--- config.mk ---
export PLATFORM = sky130hd
export DESIGN_NAME = game_session_ctrl
export DESIGN_NICKNAME = d
export VERILOG_FILES = /design/src/rtl/sudoku_pkg.sv /design/src/rtl/score_divider.sv /design/src/rtl/game_session_ctrl.sv
export SDC_FILE = /design/constraint.sdc
export NUM_CORES = 1
export LEC_CHECK = 0
export ABC_CLOCK_PERIOD_IN_PS = 4300
export BUFFER_PORTS_ARGS = -buffer_cell sky130_fd_sc_hd__clkbuf_2
export CORE_MARGIN = 3
export CORE_UTILIZATION = 57
export CTS_BUF_LIST = sky130_fd_sc_hd__clkbuf_4 sky130_fd_sc_hd__clkbuf_8 sky130_fd_sc_hd__clkbuf_16
export CTS_CLUSTER_SIZE = 20
export DETAILED_ROUTE_END_ITERATION = 10
export PLACE_DENSITY = 0.78
export SLEW_MARGIN = 15
export SYNTH_ARGS = -nofsm -noshare
export SYNTH_HDL_FRONTEND = slang
export SYNTH_HIERARCHICAL = 1
export SYNTH_SLANG_ARGS = --single-unit
--- constraint.sdc ---
create_clock -name clk_50MHz -period 4.3 [get_ports clk_50MHz]
set_clock_uncertainty 0.05 [all_clocks]
set_input_delay 0.215 -clock clk_50MHz [delete_from_list [all_inputs] [get_ports clk_50MHz]]
set_output_delay 0.215 -clock clk_50MHz [all_outputs]
set_load 0.03 [all_outputs]
--- src/rtl/sudoku_pkg.sv ---
// Shared definitions for the game session controller: state encoding,
// default session constants and datapath widths.
package sudoku_pkg;

  typedef enum logic [2:0] {
    ST_IDLE    = 3'd0,
    ST_RUNNING = 3'd1,
    ST_PAUSED  = 3'd2,
    ST_SCORING = 3'd3,
    ST_DONE    = 3'd4,
    ST_TIMEOUT = 3'd5
  } state_e;

  localparam int DEF_TIME_LIMIT = 1800;
  localparam int DEF_GRACE      = 60;
  localparam int DEF_MAX_SCORE  = 100;

  localparam int TIMER_W   = 12;
  localparam int SCORE_W   = 8;
  localparam int PROD_W    = 18;
  localparam int DIV_W     = 11;
  localparam int DIV_STEPS = 18;

endpackage

--- src/rtl/score_divider.sv ---
// Sequential restoring divider: one quotient bit per clock, done pulses
// DIV_STEPS cycles after go is sampled.
module score_divider
  import sudoku_pkg::*;
(
  input  logic              clk_50MHz,
  input  logic              reset,
  input  logic              go,
  input  logic [PROD_W-1:0] dividend,
  input  logic [DIV_W-1:0]  divisor,
  output logic [PROD_W-1:0] quotient,
  output logic              done
);

  logic [PROD_W-1:0] quo_q;
  logic [DIV_W-1:0]  rem_q;
  logic [4:0]        cnt_q;
  logic              busy_q;
  logic              done_q;
  logic [DIV_W:0]    shifted_d;

  // Partial remainder with the next dividend bit shifted in.
  always_comb begin
    shifted_d = {rem_q, quo_q[PROD_W-1]};
  end

  // Load on go, then one restoring step per cycle; the dividend register
  // is reused to collect quotient bits as it shifts out.
  always_ff @(posedge clk_50MHz) begin
    done_q <= 1'b0;
    if (reset) begin
      quo_q  <= '0;
      rem_q  <= '0;
      cnt_q  <= '0;
      busy_q <= 1'b0;
    end else if (go) begin
      quo_q  <= dividend;
      rem_q  <= '0;
      cnt_q  <= '0;
      busy_q <= 1'b1;
    end else if (busy_q) begin
      if (shifted_d >= {1'b0, divisor}) begin
        rem_q <= DIV_W'(shifted_d - {1'b0, divisor});
        quo_q <= {quo_q[PROD_W-2:0], 1'b1};
      end else begin
        rem_q <= shifted_d[DIV_W-1:0];
        quo_q <= {quo_q[PROD_W-2:0], 1'b0};
      end
      cnt_q <= cnt_q + 5'd1;
      if (cnt_q == 5'(DIV_STEPS - 1)) begin
        busy_q <= 1'b0;
        done_q <= 1'b1;
      end
    end
  end

  assign quotient = quo_q;
  assign done     = done_q;

endmodule

--- src/rtl/game_session_ctrl.sv ---
// Game session controller: timed session with pause, player finish and
// timeout, followed by a time-decaying score computed by a serial divider.
module game_session_ctrl
  import sudoku_pkg::*;
#(
  parameter int CLK_HZ     = 50_000_000,
  parameter int TIME_LIMIT = DEF_TIME_LIMIT,
  parameter int GRACE      = DEF_GRACE,
  parameter int MAX_SCORE  = DEF_MAX_SCORE
) (
  input  logic               clk_50MHz,
  input  logic               reset,
  input  logic               start,
  input  logic               pause,
  input  logic               finish,
  output logic [2:0]         state,
  output logic [TIMER_W-1:0] timer,
  output logic               tick_1hz,
  output logic [SCORE_W-1:0] score,
  output logic               score_valid,
  output logic               time_up
);

  localparam int PW = (CLK_HZ > 1) ? $clog2(CLK_HZ) : 1;
  localparam logic [DIV_W-1:0] DIVISOR = DIV_W'(TIME_LIMIT - GRACE);

  state_e             state_q;
  logic [PW-1:0]      presc_q;
  logic [TIMER_W-1:0] timer_q;
  logic [TIMER_W-1:0] snap_q;
  logic [SCORE_W-1:0] score_q;
  logic               score_valid_q;
  logic               time_up_q;
  logic               div_go_q;

  logic               restart_d;
  logic               tick_d;
  logic [TIMER_W-1:0] elapsed_d;
  logic [PROD_W-1:0]  dividend_d;
  logic [PROD_W-1:0]  div_quotient;
  logic               div_done;

  // Start is honoured only when no session is in progress.
  assign restart_d = start && (state_q == ST_IDLE || state_q == ST_DONE ||
                               state_q == ST_TIMEOUT);

  // A second is counted only while running; a paused prescaler at its
  // terminal value must not show a tick.
  assign tick_d = (state_q == ST_RUNNING) && (presc_q == PW'(CLK_HZ - 1));

  // Seconds past the grace window, scaled by the full score.
  always_comb begin
    if (snap_q <= TIMER_W'(GRACE)) begin
      elapsed_d = '0;
    end else begin
      elapsed_d = snap_q - TIMER_W'(GRACE);
    end
    dividend_d = PROD_W'(elapsed_d) * PROD_W'(MAX_SCORE);
  end

  score_divider u_div (
    .clk_50MHz (clk_50MHz),
    .reset     (reset),
    .go        (div_go_q),
    .dividend  (dividend_d),
    .divisor   (DIVISOR),
    .quotient  (div_quotient),
    .done      (div_done)
  );

  // Session FSM with prescaler, timer, snapshot and score registers.
  always_ff @(posedge clk_50MHz) begin
    div_go_q <= 1'b0;
    if (reset) begin
      state_q       <= ST_IDLE;
      presc_q       <= '0;
      timer_q       <= '0;
      snap_q        <= '0;
      score_q       <= '0;
      score_valid_q <= 1'b0;
      time_up_q     <= 1'b0;
    end else if (restart_d) begin
      state_q       <= ST_RUNNING;
      presc_q       <= '0;
      timer_q       <= '0;
      score_q       <= '0;
      score_valid_q <= 1'b0;
      time_up_q     <= 1'b0;
    end else begin
      case (state_q)
        ST_RUNNING: begin
          if (finish) begin
            // Finish wins: this cycle's tick is not counted.
            snap_q   <= timer_q;
            state_q  <= ST_SCORING;
            div_go_q <= 1'b1;
          end else if (tick_d) begin
            // A tick coinciding with pause still completes its second.
            presc_q <= '0;
            if (timer_q != TIMER_W'(TIME_LIMIT)) begin
              timer_q <= timer_q + TIMER_W'(1);
            end
            if (timer_q == TIMER_W'(TIME_LIMIT - 1)) begin
              state_q       <= ST_TIMEOUT;
              time_up_q     <= 1'b1;
              score_q       <= '0;
              score_valid_q <= 1'b1;
            end else if (pause) begin
              state_q <= ST_PAUSED;
            end
          end else if (pause) begin
            // The pause cycle itself does not advance the prescaler.
            state_q <= ST_PAUSED;
          end else begin
            presc_q <= presc_q + PW'(1);
          end
        end
        ST_PAUSED: begin
          if (finish) begin
            snap_q   <= timer_q;
            state_q  <= ST_SCORING;
            div_go_q <= 1'b1;
          end else if (pause) begin
            state_q <= ST_RUNNING;
          end
        end
        ST_SCORING: begin
          if (div_done) begin
            score_q       <= SCORE_W'(PROD_W'(MAX_SCORE) - div_quotient);
            score_valid_q <= 1'b1;
            state_q       <= ST_DONE;
          end
        end
        ST_IDLE, ST_DONE, ST_TIMEOUT: begin
          state_q <= state_q;
        end
        default: begin
          state_q <= ST_IDLE;
        end
      endcase
    end
  end

  assign state       = state_q;
  assign timer       = timer_q;
  assign tick_1hz    = tick_d;
  assign score       = score_q;
  assign score_valid = score_valid_q;
  assign time_up     = time_up_q;

endmodule

==> metrics <==
post-synth top area share 29.77%; number of input and output port buffers inserted 30; Critical Path Start snap_q[7]; kind of critical path flop to flop; CTS Root Buffer Type clkbuf_16; sink count of the clock tree 100; synth-to-layout area growth 13.99%; metal1 wirelength 6913 µm; antenna diode instance count 0; Main synth FF type dfxtp_1; IO Count 31; top layer used by detailed routing met4; clock edge transition at the registers on the reported setup and hold paths 0.07 ns; hold violation total from the final report 0; CTS Buffer Depth 2; Post-Syn Area 6725 µm²; ratio of total power to cell area 270.2 nW/µm²; fin cells 997; count of cell types in the netlist 71; setup repair after global routing missed its margin yes; largest cells by area after synthesis dfxtp_1 (30%), ha_1 (10%), mux2i_1 (6.5%); Detail Route met2 WL 7854 µm; FF-to-FF path depth 17; width of the chip 114.6 µm; number of nets still failing antenna checks after routing 0; Post-Synthesis Cells 815; Detailed Route Iter0 Violations 452; Fillers 927; crit path time final 4.262 ns; largest net degree at the start of global routing 47; final-stage net count 916; core region area 11470 µm²; routed vias/inst 6.062; leakage power figure 3.085 nW; class of the tightest hold or removal check primary input to flop; # Max-Cap Violations 0; Seq/Total Area, Yosys 29.77%; die span in y 114.6 µm; total of hold buffers inserted after clock tree synthesis 0; maximum fanout count along the critical path 6; r2r startpoint snap_q[7]; Setup crit end u_div/quotient[17]; GR Overflow Total 0; count of TritonRoute iterations in the first routing pass 5; largest area contributor in the netlist dfxtp_1; Critical Path End Type flop; maximum ir drop on the vdd rail 0.2850 mV; number of remaining DRC errors 0; number of global-route vias before repair 5536; worst reg-to-reg setup slack 0.04 ns; final setup violating endpoints 0; number of antenna violations at the first check in global routing 0; global-route wire length before repair 24920 µm; most common library cells after synthesis dfxtp_1 (100), nor2_1 (87), a21oi_1 (55); detailed-placement wirelength estimate 10670 µm; overall routed net length 15720 µm; number of buffers added by the clock tree synthesis step 9; #FFs+latches synth 100; Die Area 13140 µm²; Worst Tran Pin Value 1.041 ns; routed via count 6044; worst rel slew slack 30.59%; required time of the critical path 4.46 ns; run status finished clean; count of flip-flops with a built-in enable after synthesis 0; DR WL/cell 15.77 µm; DP Cell Count 976; Post-Syn Area per Cell 8.252 µm²; Fmax 234.6 MHz; worst path arrival time 4.43 ns; utilization of the core after routing 66.85%; H-tree depth 3; CTS tree yes; final weighted congestion of routability-driven global placement 0.8901; total length of routed met3 wires 683 µm; fin crit share 99.11%; FFs w/ async S/R, synth 0%; Startpoint Class flop; overall power consumption 0.002071 W; total routing resource utilization after global routing 22.77%; layout cell share with drive strength beyond 1 15.81%; number of slew-limit violations in the final report 0; worst reg2reg endpoint u_div/quotient[17]; pre-CTS setup slack -0.04909 ns; number of rows created at floorplan 39; later-pin clock latency in the skew report 0.36 ns; Warnings, synthesis 6; final worst-path setup slack 0.03824 ns; Starting Density 58.65%; most frequent cell after synthesis dfxtp_1
-- flip-flops by register name (all words and copies together) (netlist names), 3 cells and up --
signal and count:
presc_q 26, snap_q 12, timer 12, state 3, u_div/rem_q 11, score 8
u_div/cnt_q 5, u_div/quotient 18
-- how the worst min path moves through the flow --
stage,endpoint,start,cells after the start,slack (ns)
after detailed placement,score_valid,score_valid,2,0.39
after global placement,score_valid,score_valid,2,0.39
after global routing,state[1],pause,3,0.19
after floorplan,state[1],pause,2,0.34
final,state[1],pause,3,0.17
after CTS,state[1],pause,3,0.16
-- report_power, final --
part           switching [W]  internal (W)  leakage, nW
sequential         0.0000350      0.000940        0.808
clock               0.000383      0.000470        0.154
combinational       0.000155     0.0000873         2.12
-- metal layers --
metal | vias up | GRT usage, %
li1 | 3004 | -
met1 | 2880 | 29.30
met2 | 140 | 38.84
met3 | 20 | 5.233
met4 | 0 | 5.067
met5 | - | 0
-- cells by family (layout without fill, tap and decap cells) --
family,count (synthesis),count (layout),share of synthesized area [%]
flops,100,100,29.77
xor+xnor,36,36,4.688
other cells,2,14,0.1117
simple gates,314,314,25.38
compound gates,166,166,15.50
buf+inv,90,117,5.414
fa+ha+maj,62,62,12.43
mux,45,45,6.716
-- critical path: stages, from the launching register on --
cell      delay [ns]
dfxtp_2         0.32
or4_4           0.56
nor3_4          0.20
o21a_1          0.20
buf_6           0.14
nor2_1          0.07
ha_1            0.32
ha_4            0.25
fa_1            0.55
ha_4            0.23
o21ai_1         0.15
nor2_2          0.09
o41ai_4         0.37
buf_4           0.18
a211o_1         0.13
o311ai_2        0.10
a21oi_1         0.16
nor2_1          0.05
-- timing repair --
item                                    in CTS  in global routing
cloned                                       0                  0
resized for setup                            2                 53
pin swaps                                    0                 26
endpoints found under the setup margin       2                  6
buffers inserted                             0                  5
-- layout make-up --
| type | instances | area [µm²] | area share (%) |
|---|---|---|---|
| clock buffer | 10 | 232.7 | 3.036 |
| sequential | 100 | 2006 | 26.16 |
| inverter | 53 | 198.9 | 2.595 |
| clock inverter | 6 | 81.33 | 1.061 |
| tap | 143 | 178.9 | 2.334 |
| timing repair buffer | 48 | 296.5 | 3.868 |
| multi-input combinational | 637 | 4672 | 60.94 |
-- metrics by stage --
step                      hold slack, ns  instance area (µm²)  TNS [ns]
after floorplan                   0.3373                 6784         0
after global placement            0.3861                 7057         0
after detailed placement          0.3928                 7057  -0.05431
after CTS                         0.1605                 7383         0
after global routing              0.1858                 7666   -0.3137
final                             0.1697                 7666         0
-- cell usage in the layout, fill, tap and decap left out, types with 7 or more instances in the layout --
cell       Yosys  routed
a21oi_1       55      52
a31oi_1       13      12
and3_1         8       8
buf_4          0      15
clkbuf_16      0       9
clkbuf_2       0      30
conb_1         2      14
dfxtp_1      100      97
fa_1           8       7
ha_1          54      41
ha_4           0      10
inv_1         53      47
mux2i_1       44      44
nand2_1       46      46
nand3_1       35      35
nand3b_1      11      11
nand4_1       14      14
nor2_1        87      82
nor2b_1       10       8
nor3_1        22      20
o211ai_1       8       8
o21a_1         7       7
o21ai_0       38      34
o31ai_1        9       9
or2_2          9       7
or3_1         14      14
or4_1         17      16
xnor2_1       21      20
xor2_1        15      14
(Power assumes the default switching activity.)
